===== src/rtl/image_point_proc_pkg.sv =====
// Shared definitions for the image point-operation streamer.
// Holds the mode encodings, the controller state enum and a helper that
// derives the minimum counter width for a frame of a given pixel count.
package img_pkg;

   localparam logic [1:0] MODE_PASS = 2'd0;
   localparam logic [1:0] MODE_NEG  = 2'd1;
   localparam logic [1:0] MODE_THR  = 2'd2;
   localparam logic [1:0] MODE_ADD  = 2'd3;

   typedef enum logic [1:0] {
      ST_IDLE  = 2'd0,
      ST_RUN   = 2'd1,
      ST_DRAIN = 2'd2
   } state_e;

   // Bits needed to count 0..n_pix-1 (at least one bit).
   function automatic int addr_w_for(input int n_pix);
      return (n_pix <= 2) ? 1 : $clog2(n_pix);
   endfunction

endpackage


===== src/rtl/image_point_proc_if.sv =====
// Pixel output stream: data with start-of-frame / last markers, valid/ready.
// Latency: none (wires only).
// Backpressure: producer holds data/sof/last stable while valid && !ready.
// Ports: out_data, out_valid, out_sof, out_last driven by master;
//        out_ready driven by slave.
interface image_point_proc_if #(
   parameter int PIX_W = 8
) ();

   logic [PIX_W-1:0] out_data;
   logic             out_valid;
   logic             out_ready;
   logic             out_sof;
   logic             out_last;

   modport master (
      output out_data, out_valid, out_sof, out_last,
      input  out_ready
   );

   modport slave (
      input  out_data, out_valid, out_sof, out_last,
      output out_ready
   );

endinterface


===== src/rtl/image_point_proc_skid_fifo.sv =====
// Small synchronous FIFO holding processed pixels ahead of the output stream.
// Latency: a pushed word is visible at head_o the cycle after the push.
// Backpressure: pushes when full and pops when empty are ignored; the caller
//   keeps the producer within credit so neither happens in normal use.
// Ports: clk, rst (sync, active-high), push_i/push_dat_i, pop_i,
//        head_o (oldest word), empty_o, count_o (occupancy).
module img_skid_fifo #(
   parameter int  WIDTH = 8,
   parameter int  DEPTH = 4,
   localparam int CNT_W = $clog2(DEPTH + 1)
) (
   input  logic             clk,
   input  logic             rst,
   input  logic             push_i,
   input  logic [WIDTH-1:0] push_dat_i,
   input  logic             pop_i,
   output logic [WIDTH-1:0] head_o,
   output logic             empty_o,
   output logic [CNT_W-1:0] count_o
);

   localparam int PTR_W = (DEPTH > 1) ? $clog2(DEPTH) : 1;

   logic [WIDTH-1:0] mem_q [DEPTH];
   logic [PTR_W-1:0] wr_ptr_q, wr_ptr_d;
   logic [PTR_W-1:0] rd_ptr_q, rd_ptr_d;
   logic [CNT_W-1:0] cnt_q, cnt_d;
   logic             push_ok;
   logic             pop_ok;

   assign push_ok = push_i && (cnt_q != CNT_W'(DEPTH));
   assign pop_ok  = pop_i && (cnt_q != '0);

   // Depth need not be a power of two, so pointers wrap explicitly.
   always_comb begin
      wr_ptr_d = wr_ptr_q;
      rd_ptr_d = rd_ptr_q;
      cnt_d    = cnt_q;
      if (push_ok) begin
         wr_ptr_d = (wr_ptr_q == PTR_W'(DEPTH - 1)) ? '0 : wr_ptr_q + PTR_W'(1);
      end
      if (pop_ok) begin
         rd_ptr_d = (rd_ptr_q == PTR_W'(DEPTH - 1)) ? '0 : rd_ptr_q + PTR_W'(1);
      end
      case ({push_ok, pop_ok})
         2'b10:   cnt_d = cnt_q + CNT_W'(1);
         2'b01:   cnt_d = cnt_q - CNT_W'(1);
         default: cnt_d = cnt_q;
      endcase
   end

   always_ff @(posedge clk) begin
      if (rst) begin
         wr_ptr_q <= '0;
         rd_ptr_q <= '0;
         cnt_q    <= '0;
      end else begin
         wr_ptr_q <= wr_ptr_d;
         rd_ptr_q <= rd_ptr_d;
         cnt_q    <= cnt_d;
      end
   end

   // Storage needs no reset: occupancy gates every read of it.
   always_ff @(posedge clk) begin
      if (push_ok) begin
         mem_q[wr_ptr_q] <= push_dat_i;
      end
   end

   assign head_o  = mem_q[rd_ptr_q];
   assign empty_o = (cnt_q == '0);
   assign count_o = cnt_q;

endmodule


===== src/rtl/image_point_proc.sv =====
// Streams one frame out of a synchronous-read BRAM, applying a per-pixel
//   point operation (pass / negate / threshold / saturating add).
// Latency: first out_valid RD_LAT+2 cycles after the accepted start, then
//   one pixel per cycle while out_ready is held high.
// Backpressure: reads are issued only while reads in flight plus FIFO
//   occupancy stay below RD_LAT+2, so any out_ready pattern is absorbed.
// Ports: clk, rst (sync, active-high); start/mode/op_param control;
//   busy/done status; mem_en/mem_addr/mem_rdata BRAM read port;
//   out_if pixel stream (data, valid, ready, sof, last).
// Optional: IMG_CHECKSUM_EN adds frame_sum, the modulo sum of all pixels
//   transferred in the current frame.
module image_point_proc
   import img_pkg::*;
#(
   parameter int PIX_W  = 8,
   parameter int IMG_W  = 32,
   parameter int IMG_H  = 32,
   parameter int ADDR_W = 16,
   parameter int RD_LAT = 2
) (
   input  logic                      clk,
   input  logic                      rst,
   input  logic                      start,
   input  logic [1:0]                mode,
   input  logic [PIX_W-1:0]          op_param,
   output logic                      busy,
   output logic                      done,
   output logic                      mem_en,
   output logic [ADDR_W-1:0]         mem_addr,
   input  logic [PIX_W-1:0]          mem_rdata,
`ifdef IMG_CHECKSUM_EN
   output logic [ADDR_W+PIX_W-1:0]   frame_sum,
`endif
   image_point_proc_if.master        out_if
);

   localparam int N        = IMG_W * IMG_H;
   localparam int FIFO_D   = RD_LAT + 2;
   localparam int FCNT_W   = $clog2(FIFO_D + 1);
   localparam int OCNT_W   = addr_w_for(N);
   localparam logic [ADDR_W-1:0] LAST_ADDR = ADDR_W'(N - 1);
   localparam logic [OCNT_W-1:0] LAST_OCNT = OCNT_W'(N - 1);

   state_e              state_q, state_d;
   logic [1:0]          mode_q, mode_d;
   logic [PIX_W-1:0]    param_q, param_d;
   logic                mem_en_q, mem_en_d;
   logic [ADDR_W-1:0]   addr_q, addr_d;
   logic [RD_LAT-1:0]   vld_q, vld_d;
   logic [OCNT_W-1:0]   ocnt_q, ocnt_d;
   logic                done_q, done_d;

   logic                start_acc;
   logic                last_issue;
   logic                last_hs;
   logic [7:0]          vld_cnt;
   logic [7:0]          outstanding;

   logic [PIX_W-1:0]    pix_proc;
   logic [PIX_W:0]      pix_sum;
   logic                push;
   logic                pop;
   logic [PIX_W-1:0]    fifo_head;
   logic                fifo_empty;
   logic [FCNT_W-1:0]   fifo_cnt;

   assign start_acc  = (state_q == ST_IDLE) && start;
   assign last_issue = mem_en_q && (addr_q == LAST_ADDR);
   assign pop        = !fifo_empty && out_if.out_ready;
   assign last_hs    = pop && (ocnt_q == LAST_OCNT);

   // Credit: the read on the bus now, reads in the delay line and queued
   // pixels all need a FIFO slot; a pop this cycle frees one. Deciding on
   // the post-edge total keeps full throughput with the registered mem_en.
   always_comb begin
      vld_cnt = '0;
      for (int i = 0; i < RD_LAT; i++) begin
         vld_cnt = vld_cnt + 8'(vld_q[i]);
      end
      outstanding = 8'(mem_en_q) + vld_cnt + 8'(fifo_cnt) - 8'(pop);
   end

   // Valid tag for each issued read; the top stage lines up with mem_rdata.
   assign vld_d = (vld_q << 1) | RD_LAT'(mem_en_q);
   assign push  = vld_q[RD_LAT-1];

   always_comb begin
      state_d  = state_q;
      mode_d   = mode_q;
      param_d  = param_q;
      addr_d   = addr_q;
      mem_en_d = 1'b0;
      ocnt_d   = ocnt_q;
      done_d   = 1'b0;

      if (pop) begin
         ocnt_d = ocnt_q + OCNT_W'(1);
      end
      if (mem_en_q && !last_issue) begin
         addr_d = addr_q + ADDR_W'(1);
      end

      case (state_q)
         ST_IDLE: begin
            if (start) begin
               state_d = ST_RUN;
               mode_d  = mode;
               param_d = op_param;
            end
         end
         ST_RUN: begin
            if (last_issue) begin
               state_d = ST_DRAIN;
            end else begin
               mem_en_d = (outstanding < 8'(FIFO_D));
            end
         end
         ST_DRAIN: begin
            if (last_hs) begin
               state_d = ST_IDLE;
               done_d  = 1'b1;
               addr_d  = '0;
               ocnt_d  = '0;
            end
         end
         default: state_d = ST_IDLE;
      endcase
   end

   always_ff @(posedge clk) begin
      if (rst) begin
         state_q  <= ST_IDLE;
         mode_q   <= MODE_PASS;
         param_q  <= '0;
         mem_en_q <= 1'b0;
         addr_q   <= '0;
         vld_q    <= '0;
         ocnt_q   <= '0;
         done_q   <= 1'b0;
      end else begin
         state_q  <= state_d;
         mode_q   <= mode_d;
         param_q  <= param_d;
         mem_en_q <= mem_en_d;
         addr_q   <= addr_d;
         vld_q    <= vld_d;
         ocnt_q   <= ocnt_d;
         done_q   <= done_d;
      end
   end

   // Point operation on the returning BRAM word, using the latched mode.
   assign pix_sum = {1'b0, mem_rdata} + {1'b0, param_q};

   always_comb begin
      pix_proc = mem_rdata;
      case (mode_q)
         MODE_PASS: pix_proc = mem_rdata;
         MODE_NEG:  pix_proc = ~mem_rdata;  // equals max - p
         MODE_THR:  pix_proc = (mem_rdata >= param_q) ? '1 : '0;
         MODE_ADD:  pix_proc = pix_sum[PIX_W] ? '1 : pix_sum[PIX_W-1:0];
         default:   pix_proc = mem_rdata;
      endcase
   end

   img_skid_fifo #(
      .WIDTH (PIX_W),
      .DEPTH (FIFO_D)
   ) u_fifo (
      .clk        (clk),
      .rst        (rst),
      .push_i     (push),
      .push_dat_i (pix_proc),
      .pop_i      (pop),
      .head_o     (fifo_head),
      .empty_o    (fifo_empty),
      .count_o    (fifo_cnt)
   );

   // Head and output count only move on a pop, so a stalled pixel and its
   // markers stay put.
   assign out_if.out_valid = !fifo_empty;
   assign out_if.out_data  = fifo_empty ? '0 : fifo_head;
   assign out_if.out_sof   = !fifo_empty && (ocnt_q == '0);
   assign out_if.out_last  = !fifo_empty && (ocnt_q == LAST_OCNT);

   assign busy     = (state_q != ST_IDLE);
   assign done     = done_q;
   assign mem_en   = mem_en_q;
   assign mem_addr = addr_q;

`ifdef IMG_CHECKSUM_EN
   localparam int SUM_W = ADDR_W + PIX_W;
   logic [SUM_W-1:0] sum_q;

   always_ff @(posedge clk) begin
      if (rst || start_acc) begin
         sum_q <= '0;
      end else if (pop) begin
         sum_q <= sum_q + SUM_W'(fifo_head);
      end
   end

   assign frame_sum = sum_q;
`endif

endmodule


===== src/flat_wrapper.sv =====
// flat-port wrapper written by rule: the top's interface ports become plain ports
module image_point_proc_flat import img_pkg::*;
#(
   parameter int PIX_W  = 8,
   parameter int IMG_W  = 32,
   parameter int IMG_H  = 32,
   parameter int ADDR_W = 16,
   parameter int RD_LAT = 2
)
  (clk, rst, start, mode, op_param, busy, done, mem_en, mem_addr, mem_rdata, out_if_out_data, out_if_out_valid, out_if_out_sof, out_if_out_last, out_if_out_ready);
  image_point_proc_if #(.PIX_W(PIX_W)) out_if_i ();
  input  logic clk;
  input  logic rst;
  input  logic start;
  input  logic [1:0] mode;
  input  logic [PIX_W-1:0] op_param;
  output logic busy;
  output logic done;
  output logic mem_en;
  output logic [ADDR_W-1:0] mem_addr;
  input  logic [PIX_W-1:0] mem_rdata;
  output wire logic [$bits(out_if_i.out_data)-1:0] out_if_out_data;
  output wire logic [$bits(out_if_i.out_valid)-1:0] out_if_out_valid;
  output wire logic [$bits(out_if_i.out_sof)-1:0] out_if_out_sof;
  output wire logic [$bits(out_if_i.out_last)-1:0] out_if_out_last;
  input wire logic [$bits(out_if_i.out_ready)-1:0] out_if_out_ready;
  assign out_if_out_data = out_if_i.out_data;
  assign out_if_out_valid = out_if_i.out_valid;
  assign out_if_out_sof = out_if_i.out_sof;
  assign out_if_out_last = out_if_i.out_last;
  assign out_if_i.out_ready = out_if_out_ready;
  image_point_proc #(.PIX_W(PIX_W), .IMG_W(IMG_W), .IMG_H(IMG_H), .ADDR_W(ADDR_W), .RD_LAT(RD_LAT)) u_core (.clk(clk), .rst(rst), .start(start), .mode(mode), .op_param(op_param), .busy(busy), .done(done), .mem_en(mem_en), .mem_addr(mem_addr), .mem_rdata(mem_rdata), .out_if(out_if_i));
endmodule

===== config.mk =====
export PLATFORM = sky130hd
export DESIGN_NAME = image_point_proc_flat
export DESIGN_NICKNAME = d
export VERILOG_FILES = /design/src/rtl/image_point_proc_pkg.sv /design/src/rtl/image_point_proc_if.sv /design/src/rtl/image_point_proc_skid_fifo.sv /design/src/rtl/image_point_proc.sv /design/src/flat_wrapper.sv
export SDC_FILE = /design/constraint.sdc
export NUM_CORES = 1
export LEC_CHECK = 0
export CORE_MARGIN = 5
export CORE_UTILIZATION = 55
export DETAILED_ROUTE_END_ITERATION = 8
export PLACE_DENSITY = 0.78
export SYNTH_ARGS = -nofsm -noshare
export SYNTH_HDL_FRONTEND = slang
export SYNTH_SLANG_ARGS = --single-unit

===== constraint.sdc =====
create_clock -name clk -period 5.4 [get_ports clk]
set_clock_uncertainty 0.1 [all_clocks]
set_input_delay 1.08 -clock clk [delete_from_list [all_inputs] [get_ports clk]]
set_output_delay 1.08 -clock clk [all_outputs]
set_load 0.01 [all_outputs]

; ---- Word-level counts from Yosys, hierarchy flattened
; Memory sizes are Yosys's and may differ from the RTL's. A register that Yosys moved wholly into a read port is not among the register bits.
; Index checks and enable logic that the tools add are counted.
[word_totals]
register_bits = 49
ram_bits = 32
inputBits = 22
out_inout_bits = 30
wordCells = 87
n_memories = 1
[mem_list]
columns = name, depth, word_bits, rd, rd_ports_with_merged_regs, wr, line_no
row1 = u_core.u_fifo.mem_q, 4, 8, 1, 1, 1, image_point_proc_skid_fifo.sv:24  ; logic [WIDTH-1:0] mem_q [DEPTH];
[classes]
n_addsub = 11
n_lt_le_gt_ge = 2
eq_ne = 15
n_mux = 22
n_bitwise = 4
reduce_logical = 21
[ops]
columns = cell, n
row1 = 16-bit two-way mux, 3
row2 = 8-bit one-hot mux with 4 select lines, 1
row3 = 10-bit two-way mux, 3
row4 = 8-bit two-way mux, 3
row5 = 16-bit by 1-bit adder with 16-bit output (second input constant), 1
row6 = 16-bit by 10-bit equality test with 1-bit output (second input constant), 1
row7 = 2-bit two-way mux, 7
row8 = 2-bit equality test (second input constant), 6
row9 = 10-bit by 1-bit adder with 10-bit output (second input constant), 1
row10 = 10-bit equality test (second input constant), 1
row11 = 10-bit zero test, 1
row12 = 8-bit by 8-bit adder with 9-bit output, 1
row13 = 1-bit by 8-bit adder with 8-bit output, 1
row14 = 8-bit by 3-bit adder with 8-bit output, 1
row15 = 8-bit greater-or-equal comparator, 1
row16 = 1-bit logical AND, 8
row17 = 8-bit by 3-bit less-than comparator with 1-bit output (second input constant), 1
row18 = 8-bit inverter, 1
row19 = 8-bit by 1-bit subtractor with 8-bit output, 1
row20 = 2-bit by 1-bit equality test with 1-bit output (second input constant), 3
row21 = 2-bit one-hot mux with 3 select lines, 1
row22 = 3-bit one-hot mux with 2 select lines, 1
row23 = 2-bit by 1-bit adder with 2-bit output (second input constant), 2
row24 = 2-bit zero test, 2
row25 = other kinds (17), 23

; ---- Longest topological paths before layout
; Gate-level depths: netlist (run 1).
[depth]
word_depth = 7
depth_mapped = 13
ltp_nobuf = 13

; ---- Hierarchy
; From an unflattened synthesis (run 1), not the netlist that was laid out.
[unflattened]
cells_unflattened = 453
area_unflattened_um2 = 4448.0
[by_module_without_submodules]
columns = module, instances, cells_per_inst, area_each_um2, seq_area_each_um2
row1 = image_point_proc, 1, 359, 2805.2, 840.8
row2 = img_skid_fifo, 1, 94, 1642.8, 1141.1

; ---- Least setup slack after synthesis (run 1)
; Ideal clock, no wire load.
[synth_path]
kind = input -> register
startpoint = input port out_if_out_ready
endpoint = register u_core.mem_en_q, in the netlist u_core.mem_en
setup_time_ns = 0.078
arrival_time_ns = 3.057
required_time_ns = 5.222
setup_slack_ns = 2.166
path_stages = 13
cell_sequence = o31ai_1 > inv_1 > ha_1 > inv_1 > ha_1 > a21o_1 > a21oi_1 > inv_1 > a21oi_1 > ha_1 > nor4b_1 > nand2_1 > nor3_1
[synth_via]
elab_chain_cells = 3
[synth_lines]
columns = item, line_no
row1 = start: declaration, flat_wrapper.sv:26  ; input wire logic [$bits(out_if_i.out_ready)-1:0] out_if_out_ready;
row2 = 1-bit logical AND, image_point_proc.sv:69  ; assign pop = !fifo_empty && out_if.out_ready;
row3 = 8-bit by 1-bit subtractor with 8-bit output, image_point_proc.sv:80  ; outstanding = 8'(mem_en_q) + vld_cnt + 8'(fifo_cnt) - 8'(pop);
row4 = 8-bit by 3-bit less-than comparator with 1-bit output, image_point_proc.sv:115  ; mem_en_d = (outstanding < 8'(FIFO_D));
row5 = end signal: assignment, image_point_proc.sv:144  ; mem_en_q <= mem_en_d;
row6 = end: declaration, image_point_proc.sv:47  ; logic mem_en_q, mem_en_d;
; No other way between the ends.
; A chain may end at the register's enable or synchronous reset.

; ---- Final worst setup path (run 1)
; Ends and elaborated chain as after synthesis.

==> results of run 1 <==
worst max-delay path by stage:
stage,cells past startpoint,start,end,slack [ps]
floorplan,13,out_if_out_ready,u_core.mem_en,2170
global placement,14,out_if_out_ready,u_core.mem_en,1590
detailed placement,14,out_if_out_ready,u_core.mem_en,1470
CTS,14,out_if_out_ready,u_core.mem_en,1830
global route,7,mem_rdata[5],u_core.u_fifo.mem_q[0][3],1560
finish,14,out_if_out_ready,u_core.mem_en,1840
logic make-up (layout without fill, tap and decap cells):
| group | after synthesis | count (layout) |
|---|---|---|
| fa+ha+maj | 35 | 35 |
| compound gates | 70 | 70 |
| mux | 10 | 10 |
| simple gates | 162 | 162 |
| flops | 83 | 83 |
| xor+xnor | 31 | 31 |
| buf+inv | 49 | 100 |
power groups by stage:
| stage | Combinational (W) | Sequential, W | Clock (W) |
|---|---|---|---|
| 3_3_place_gp | 0.000195 | 0.000709 | 0 |
| 6_report | 0.000200 | 0.000695 | 0.000470 |
| 3_5_place_dp | 0.000200 | 0.000710 | 0 |
| 2_1_floorplan | 0.000138 | 0.000697 | 0 |
| 4_1_cts | 0.000202 | 0.000695 | 0.000479 |
| 5_1_grt | 0.000224 | 0.000699 | 0.000506 |
Yosys cell counts, drive strengths merged (4+ instances only):
library cell | count | area [sq um]
a211oi | 7 | 52.6
a21oi | 26 | 130
and2 | 16 | 100
and3 | 7 | 43.8
and4 | 6 | 55.1
buf | 8 | 58.8
clkbuf | 8 | 30.0
dfxtp | 51 | 1020
edfxtp | 32 | 961
ha | 33 | 413
inv | 33 | 124
mux4 | 8 | 180
nand2 | 35 | 131
nand2b | 4 | 25.0
nand3 | 4 | 20.0
nand4 | 5 | 31.3
nand4b | 5 | 43.8
nor2 | 49 | 184
nor2b | 6 | 37.5
nor3 | 10 | 50.1
nor3b | 4 | 30.0
nor4b | 4 | 35.0
o21ai | 8 | 40.0
xnor2 | 10 | 87.6
xor2 | 21 | 184
metrics by stage:
| stage | hold WS, ps | total power [W] | cells | utilization, % | setup slack, ps |
|---|---|---|---|---|---|
| 2_1_floorplan | 342 | 0.000834 | 440 | - | 2170 |
| 3_3_place_gp | 363 | 0.000904 | 577 | 63.9 | 1590 |
| 3_5_place_dp | 368 | 0.000910 | 577 | 63.9 | 1470 |
| 4_1_cts | 381 | 0.00138 | 593 | 66.6 | 1830 |
| 5_1_grt | 395 | 0.00143 | 593 | 66.6 | 1560 |
| 6_report | 378 | 0.00137 | 593 | 66.6 | 1840 |
per-layer routing:
| layer | vias to the layer above | routed length [microns] | track usage [%] |
|---|---|---|---|
| li1 | 1644 | - | - |
| met2 | 61 | 4120 | 30.0 |
| met5 | - | 0 | 0 |
| met1 | 1541 | 4030 | 24.7 |
| met4 | 0 | 93 | 5.46 |
| met3 | 10 | 371 | 3.79 |
area by class of cell:
type | instances | area share [%]
Multi-Input combinational cell | 308 | 42.8
Sequential cell | 83 | 38.3
Clock buffer | 13 | 3.29
Timing Repair Buffer | 51 | 9.86
Tap cell | 102 | 2.47
Clock inverter | 3 | 0.846
Inverter | 33 | 2.39
sequential cells by signal, indices dropped and copies added, names as in the netlist, named ones only:
register                cells
u_core.mem_en               1
u_core.done                 1
u_core.vld_q                2
u_core.u_fifo.wr_ptr_q      2
u_core.u_fifo.mem_q        32
u_core.mode_q               2
u_core.u_fifo.rd_ptr_q      2
u_core.state_q              2
u_core.mem_addr            16
u_core.ocnt_q              10
u_core.param_q              8
u_core.u_fifo.count_o       3
worst reg2reg max path: cells and delay by family (launching register included):
family	cells	cell delay [ps]
compound gates	4	1130
fa+ha+maj	3	720
simple gates	3	470
flops	1	360
buf+inv	3	340
==> flow_metrics.py, run 1 <==
metrics = {
    "run_status": {
        "run_status": "complete, no violations",
    },
    "logic_synthesis": {
        "synthDistinctLibCells": 50,
        "synthSimpleGateAreaFrac_pct": 18.8,
        "synth_compound_area_share_pct": 10.5,
        "synth_flop_cell": "sky130_fd_sc_hd__dfxtp_1",
        "netlist_instances": 440,
        "netlist_area_sq_um": 4410,
        "post_synth_arst_share_pct": 0,
        "synth_top_family_by_area": "simple AND/OR/NAND/NOR gates",
        "synth.net_count": 497,
        "seq_area_frac_synth_pct": 44.9,
        "mux_contribution_to_synthesized_area_pct": 4.54,
        "synth_edf_count": 32,
        "count_of_state_elements_after_synthesis": 83,
        "synth_adder_area_share_pct": 10.3,
        "count_of_warnings_emitted_by_yosys": 0,
        "synth.avg_cell_area_sq_um": 10.0,
        "synthXorXnorAreaFrac_pct": 6.15,
    },
    "cts": {
        "post_cts.resized_instances": 0,
        "cts_root_buf": "sky130_fd_sc_hd__clkbuf_8",
        "cts_hold_buf": 0,
        "cts.htree.levels": 3,
        "cts_made_buffers": 9,
        "clk_pin_slew_worst_paths_ps": 80,
        "buffers_inserted_during_post_cts_setup_optimization": 0,
        "clock_sink_count": 83,
        "clk_latency_ps": 350,
        "clock_tree.buffer_depth": 2,
        "tritoncts": "done",
    },
    "global_route": {
        "grt_start_max_net_pins": 27,
        "grt_util_all_layers_pct": 18.4,
        "first_pass_grt_wire_length_microns": 14900,
        "via_count_of_the_first_global_routing_pass": 3182,
        "grt_overflow_total": 0,
        "number_of_antenna_violations_at_the_first_check_in_global_routing": 0,
    },
    "power_and_ir_drop": {
        "leakagePower_nw": 1.90,
        "internal-power_w": 0.00103,
        "power_share_of_the_clock_group_pct": 34.5,
        "power_frac_seq_pct": 50.9,
        "power_per_cell_area_nw_per_um2": 264,
        "p_switching_w": 0.000338,
        "switching_power_share_of_the_total_pct": 24.8,
        "ir_drop_worst_vdd_uv": 125,
        "power_frac_comb_pct": 14.6,
    },
    "floorplanning": {
        "placeableCoreArea_sq_um": 7770,
        "ios": 52,
        "start_util_pct": 56.8,
        "rows": 32,
        "dieHeight_microns": 99.6,
        "die-width_microns": 99.6,
        "die_area_sq_um": 9910,
    },
    "sta": {
        "min_period_ps": 3560,
        "worst_pin_slew_ps": 964,
        "timing.max_slew.rel_slack_pct": 35.8,
        "post-route-period-util_pct": 66.0,
        "setup_viol": 0,
        "clock.fmax_ghz": 0.281,
        "number_of_endpoints_with_negative_hold_slack_in_the_final_report": 0,
        "timing_max_transition_violations_final": 0,
        "grt_setup_unrepaired": "false",
        "setup-tns-final_ps": 0,
    },
    "place": {
        "dpl-instance-area_sq_um": 4960,
        "hpwl_microns": 6370,
        "buffer_ports.inserted": 51,
        "place.gp.congestion": 0.857,
    },
    "finish": {
        "multiInputGateArea_sq_um": 2220,
        "final.fill_count": 629,
        "sequential_cell_area_in_the_final_layout_sq_um": 1980,
        "stdcell_area_sq_um": 5170,
        "most-common-layout-cells": "51 x sky130_fd_sc_hd__dfxtp_1, 51 x sky130_fd_sc_hd__clkdlybuf4s50_1, 49 x sky130_fd_sc_hd__nor2_1",
        "final_net_count": 543,
        "drive_gt1_share_pct": 4.89,
        "areaGrowthSynthToFinish_pct": 17.3,
        "antenna-diode-count": 0,
    },
    "critical_path": {
        "path_delay_family": "buffers and inverters",
        "critical_path_buf_inv_count": 4,
        "critPathLaunchType": "input pin",
        "end_kind": "flip-flop",
        "worst_path_arrival_ps": 3740,
        "timing.reg2reg.worst_path_depth": 13,
        "timing.rr.end": "u_core.mem_en",
        "regToRegSetupSlack_ps": 2220,
        "path_class": "input pin to flip-flop",
        "reg2reg_launch_point": "u_core.u_fifo.count_o[1]",
        "worstPathCellList": "clkdlybuf4s50_1, o31ai_1, inv_1, ha_1, inv_1, ha_1, a21o_1, a21oi_1, inv_1, a21oi_1, ha_1, nor4b_1, nand2_1, nor3_1",
        "required_ps": 5580,
        "max_stage_delay_ps": 450,
        "cp_max_stage_cell": "sky130_fd_sc_hd__clkdlybuf4s50_1",
        "path_max_fanout": 6,
    },
    "hold_path": {
        "min_delay_path_depth": 2,
        "hp-start": "u_core.param_q[2]",
        "path_type_of_the_worst_min_delay_path": "flip-flop to flip-flop",
        "worst_hold_path.endpoint": "u_core.param_q[2]",
    },
    "route": {
        "routed_wirelength_microns": 8610,
        "vias_per_cell": 5.49,
        "dr_total_vias": 3256,
        "drcViolationCount": 0,
        "detail_route.iter0.violations": 122,
        "antenna_left": 0,
        "drt_pre_antenna_iters": 4,
        "detail_routed_net_length_per_standard_cell_microns": 14.5,
    },
    "flow_run": {
        "timing.max_cap.violations": 0,
    },
}
Power figures use the tool's default switching activity.
==> run 2, diff against run 1 <==
--- a/config.mk
+++ b/config.mk
@@ -6,9 +6,9 @@
 export NUM_CORES = 1
 export LEC_CHECK = 0
 export CORE_MARGIN = 5
-export CORE_UTILIZATION = 55
+export CORE_UTILIZATION = 51
 export DETAILED_ROUTE_END_ITERATION = 8
-export PLACE_DENSITY = 0.78
+export PLACE_DENSITY = 0.76
 export SYNTH_ARGS = -nofsm -noshare
 export SYNTH_HDL_FRONTEND = slang
 export SYNTH_SLANG_ARGS = --single-unit
==> constraint.sdc (replaced) <==
create_clock -name clk -period 3 [get_ports clk]
set_clock_uncertainty 0.1 [all_clocks]
set_input_delay 0.6 -clock clk [delete_from_list [all_inputs] [get_ports clk]]
set_output_delay 0.6 -clock clk [all_outputs]
set_load 0.01 [all_outputs]
==> run 2 against run 1 <==
  * First-iteration DRC count grew 36%
  * Largest power group unchanged
  * Combinational power is 120% higher
  * Worst hold slack got worse by 5.2 ps
  * Critical endpoint is now out_if_out_last
==> flow_metrics.py, run 2 (synthesis gave the netlist of run 1 again) <==
metrics = {
    "run_status": {
        "run_status": "complete, no violations",
    },
    "sta": {
        "timing_max_transition_violations_final": 0,
        "clock.fmax_ghz": 0.351,
        "number_of_endpoints_with_negative_hold_slack_in_the_final_report": 0,
        "grt_setup_unrepaired": "false",
        "min_period_ps": 2850,
        "timing.max_slew.rel_slack_pct": 36.1,
        "worst_pin_slew_ps": 959,
        "post-route-period-util_pct": 94.9,
        "setup_viol": 0,
        "fin_hold_ws_ps": 373,
        "setup-tns-final_ps": 0,
        "worst_slack_ps": 152,
    },
    "power_and_ir_drop": {
        "switching_power_share_of_the_total_pct": 26.8,
        "power_frac_comb_pct": 18.0,
        "ir_drop_worst_vdd_uv": 249,
        "leakagePower_nw": 2.05,
        "power_share_of_the_clock_group_pct": 30.2,
        "internal-power_w": 0.00175,
        "p_switching_w": 0.000641,
        "power_frac_seq_pct": 51.8,
        "power_per_cell_area_nw_per_um2": 443,
    },
    "critical_path": {
        "reg2reg_launch_point": "u_core.u_fifo.count_o[2]",
        "max_stage_delay_ps": 540,
        "end_kind": "primary output",
        "timing.rr.end": "u_core.mem_en",
        "worstPathCellList": "or3_1, and2_0, and4_4, clkdlybuf4s50_1",
        "worst_path_arrival_ps": 2150,
        "path_class": "flip-flop to primary output",
        "path_max_fanout": 12,
        "timing.reg2reg.worst_path_depth": 13,
        "cp_max_stage_cell": "sky130_fd_sc_hd__or3_1",
        "critPathLaunchType": "flip-flop",
        "required_ps": 2300,
        "regToRegSetupSlack_ps": 300,
    },
    "cts": {
        "clock_tree.buffer_depth": 2,
        "clk_pin_slew_worst_paths_ps": 90,
        "clk_latency_ps": 340,
        "clock_sink_count": 83,
        "cts.htree.levels": 3,
        "tritoncts": "done",
        "cts_made_buffers": 9,
        "cts_hold_buf": 0,
        "cts_root_buf": "sky130_fd_sc_hd__clkbuf_8",
    },
    "global_route": {
        "via_count_of_the_first_global_routing_pass": 3347,
        "grt_overflow_total": 0,
        "first_pass_grt_wire_length_microns": 15400,
        "grt_start_max_net_pins": 27,
        "number_of_antenna_violations_at_the_first_check_in_global_routing": 0,
        "grt_util_all_layers_pct": 18.2,
    },
    "hold_path": {
        "hp-start": "u_core.vld_q[0]",
        "path_type_of_the_worst_min_delay_path": "flip-flop to flip-flop",
        "min_delay_path_depth": 1,
        "worst_hold_path.endpoint": "u_core.vld_q[1]",
    },
    "floorplanning": {
        "placeableCoreArea_sq_um": 8590,
        "die_area_sq_um": 10600,
        "die-width_microns": 103,
        "ios": 52,
        "rows": 34,
        "dieHeight_microns": 103,
        "start_util_pct": 51.3,
    },
    "finish": {
        "largest_reg_flops": 32,
        "most-common-layout-cells": "51 x sky130_fd_sc_hd__dfxtp_1, 51 x sky130_fd_sc_hd__clkdlybuf4s50_1, 49 x sky130_fd_sc_hd__nor2_1",
        "finish.utilization_pct": 62.9,
        "final_net_count": 573,
        "register_with_the_highest_flop_count": "u_core.u_fifo.mem_q",
        "antenna-diode-count": 0,
        "drive_gt1_share_pct": 11.5,
        "areaGrowthSynthToFinish_pct": 22.5,
    },
    "route": {
        "drt_pre_antenna_iters": 5,
        "antenna_left": 0,
        "drcViolationCount": 0,
        "dr_total_vias": 3404,
        "vias_per_cell": 5.41,
        "detail_routed_net_length_per_standard_cell_microns": 14.6,
        "detail_route.iter0.violations": 166,
        "routed_wirelength_microns": 9170,
    },
    "flow_run": {
        "timing.max_cap.violations": 0,
    },
    "place": {
        "buffer_ports.inserted": 51,
        "pre_cts_ws_ps": -211,
        "hpwl_microns": 6850,
        "place.gp.congestion": 0.847,
    },
}
## run 2: changes by cell type in the layout (fill, tap and decap cells not counted), sizes merged
| cell | change |
|---|---|
| clkbuf | -3 |
| inv | +3 |
| clkinvlp | +1 |
| buf | +30 |
| bufinv | -1 |
## run 2: repair_timing
action / in CTS / in global routing
buffers inserted: 0 / 0
resized for setup: 0 / 6
setup endpoints to repair: 0 / 5
## run 2: per-stage QoR
stage	instances	instance area (sq um)	power (W)
CTS	629	5370	0.00240
global placement	613	5190	0.00167
floorplan	440	4410	0.00150
global route	629	5410	0.00251
detailed placement	613	5190	0.00168
finish	629	5410	0.00239
## run 2: worst max-delay path: cells and delay by family, from the launching register on
family | cells | cell delay (ps)
buf+inv | 1 | 470
flops | 1 | 380
simple gates | 3 | 960
## run 2: cell type report
cell class              instances  area [sq um]
multi-input cells             308          2250
clock inverters                 6          37.5
inverters                      33           124
well taps                     108           135
clock buffers                  10           138
flip-flops and latches         83          1980
repair buffers                 81           736
fillers                       733          3190
## run 2: per-layer routing
layer / GRT usage, % / up-vias / routed length (microns)
met5: 0 / - / 0
met4: 5.18 / 0 / 109
met3: 3.59 / 9 / 297
met2: 30.0 / 69 / 4400
met1: 24.3 / 1617 / 4360
li1: - / 1709 / -
## run 2: how the worst max path moves through the flow
stage                                   from                   endpoint  slack, ps  depth (start not counted)
finish              u_core.u_fifo.count_o[2]            out_if_out_last        150                          4
global route                out_if_out_ready              u_core.mem_en         10                         14
CTS                 u_core.u_fifo.count_o[1]            out_if_out_last        120                          4
detailed placement          out_if_out_ready              u_core.mem_en       -210                         14
global placement                mem_rdata[0]  u_core.u_fifo.mem_q[0][4]       -120                          9
floorplan           u_core.u_fifo.count_o[1]              u_core.mem_en        140                         13
## run 2: power by group through the flow
stage	Sequential, W	Clock [W]	Combinational [W]
floorplan	0.00125	0	0.000248
global placement	0.00126	0	0.000407
detailed placement	0.00127	0	0.000419
CTS	0.00124	0.000742	0.000422
global route	0.00124	0.000789	0.000480
finish	0.00124	0.000723	0.000432
==> run 3, diff against run 2 <==
--- a/config.mk
+++ b/config.mk
@@ -5,6 +5,7 @@
 export SDC_FILE = /design/constraint.sdc
 export NUM_CORES = 1
 export LEC_CHECK = 0
+export CAP_MARGIN = 20
 export CORE_MARGIN = 5
 export CORE_UTILIZATION = 51
 export DETAILED_ROUTE_END_ITERATION = 8
==> results of run 3 <==
No change in the layout: final DEF, timing and power equal those of run 2.
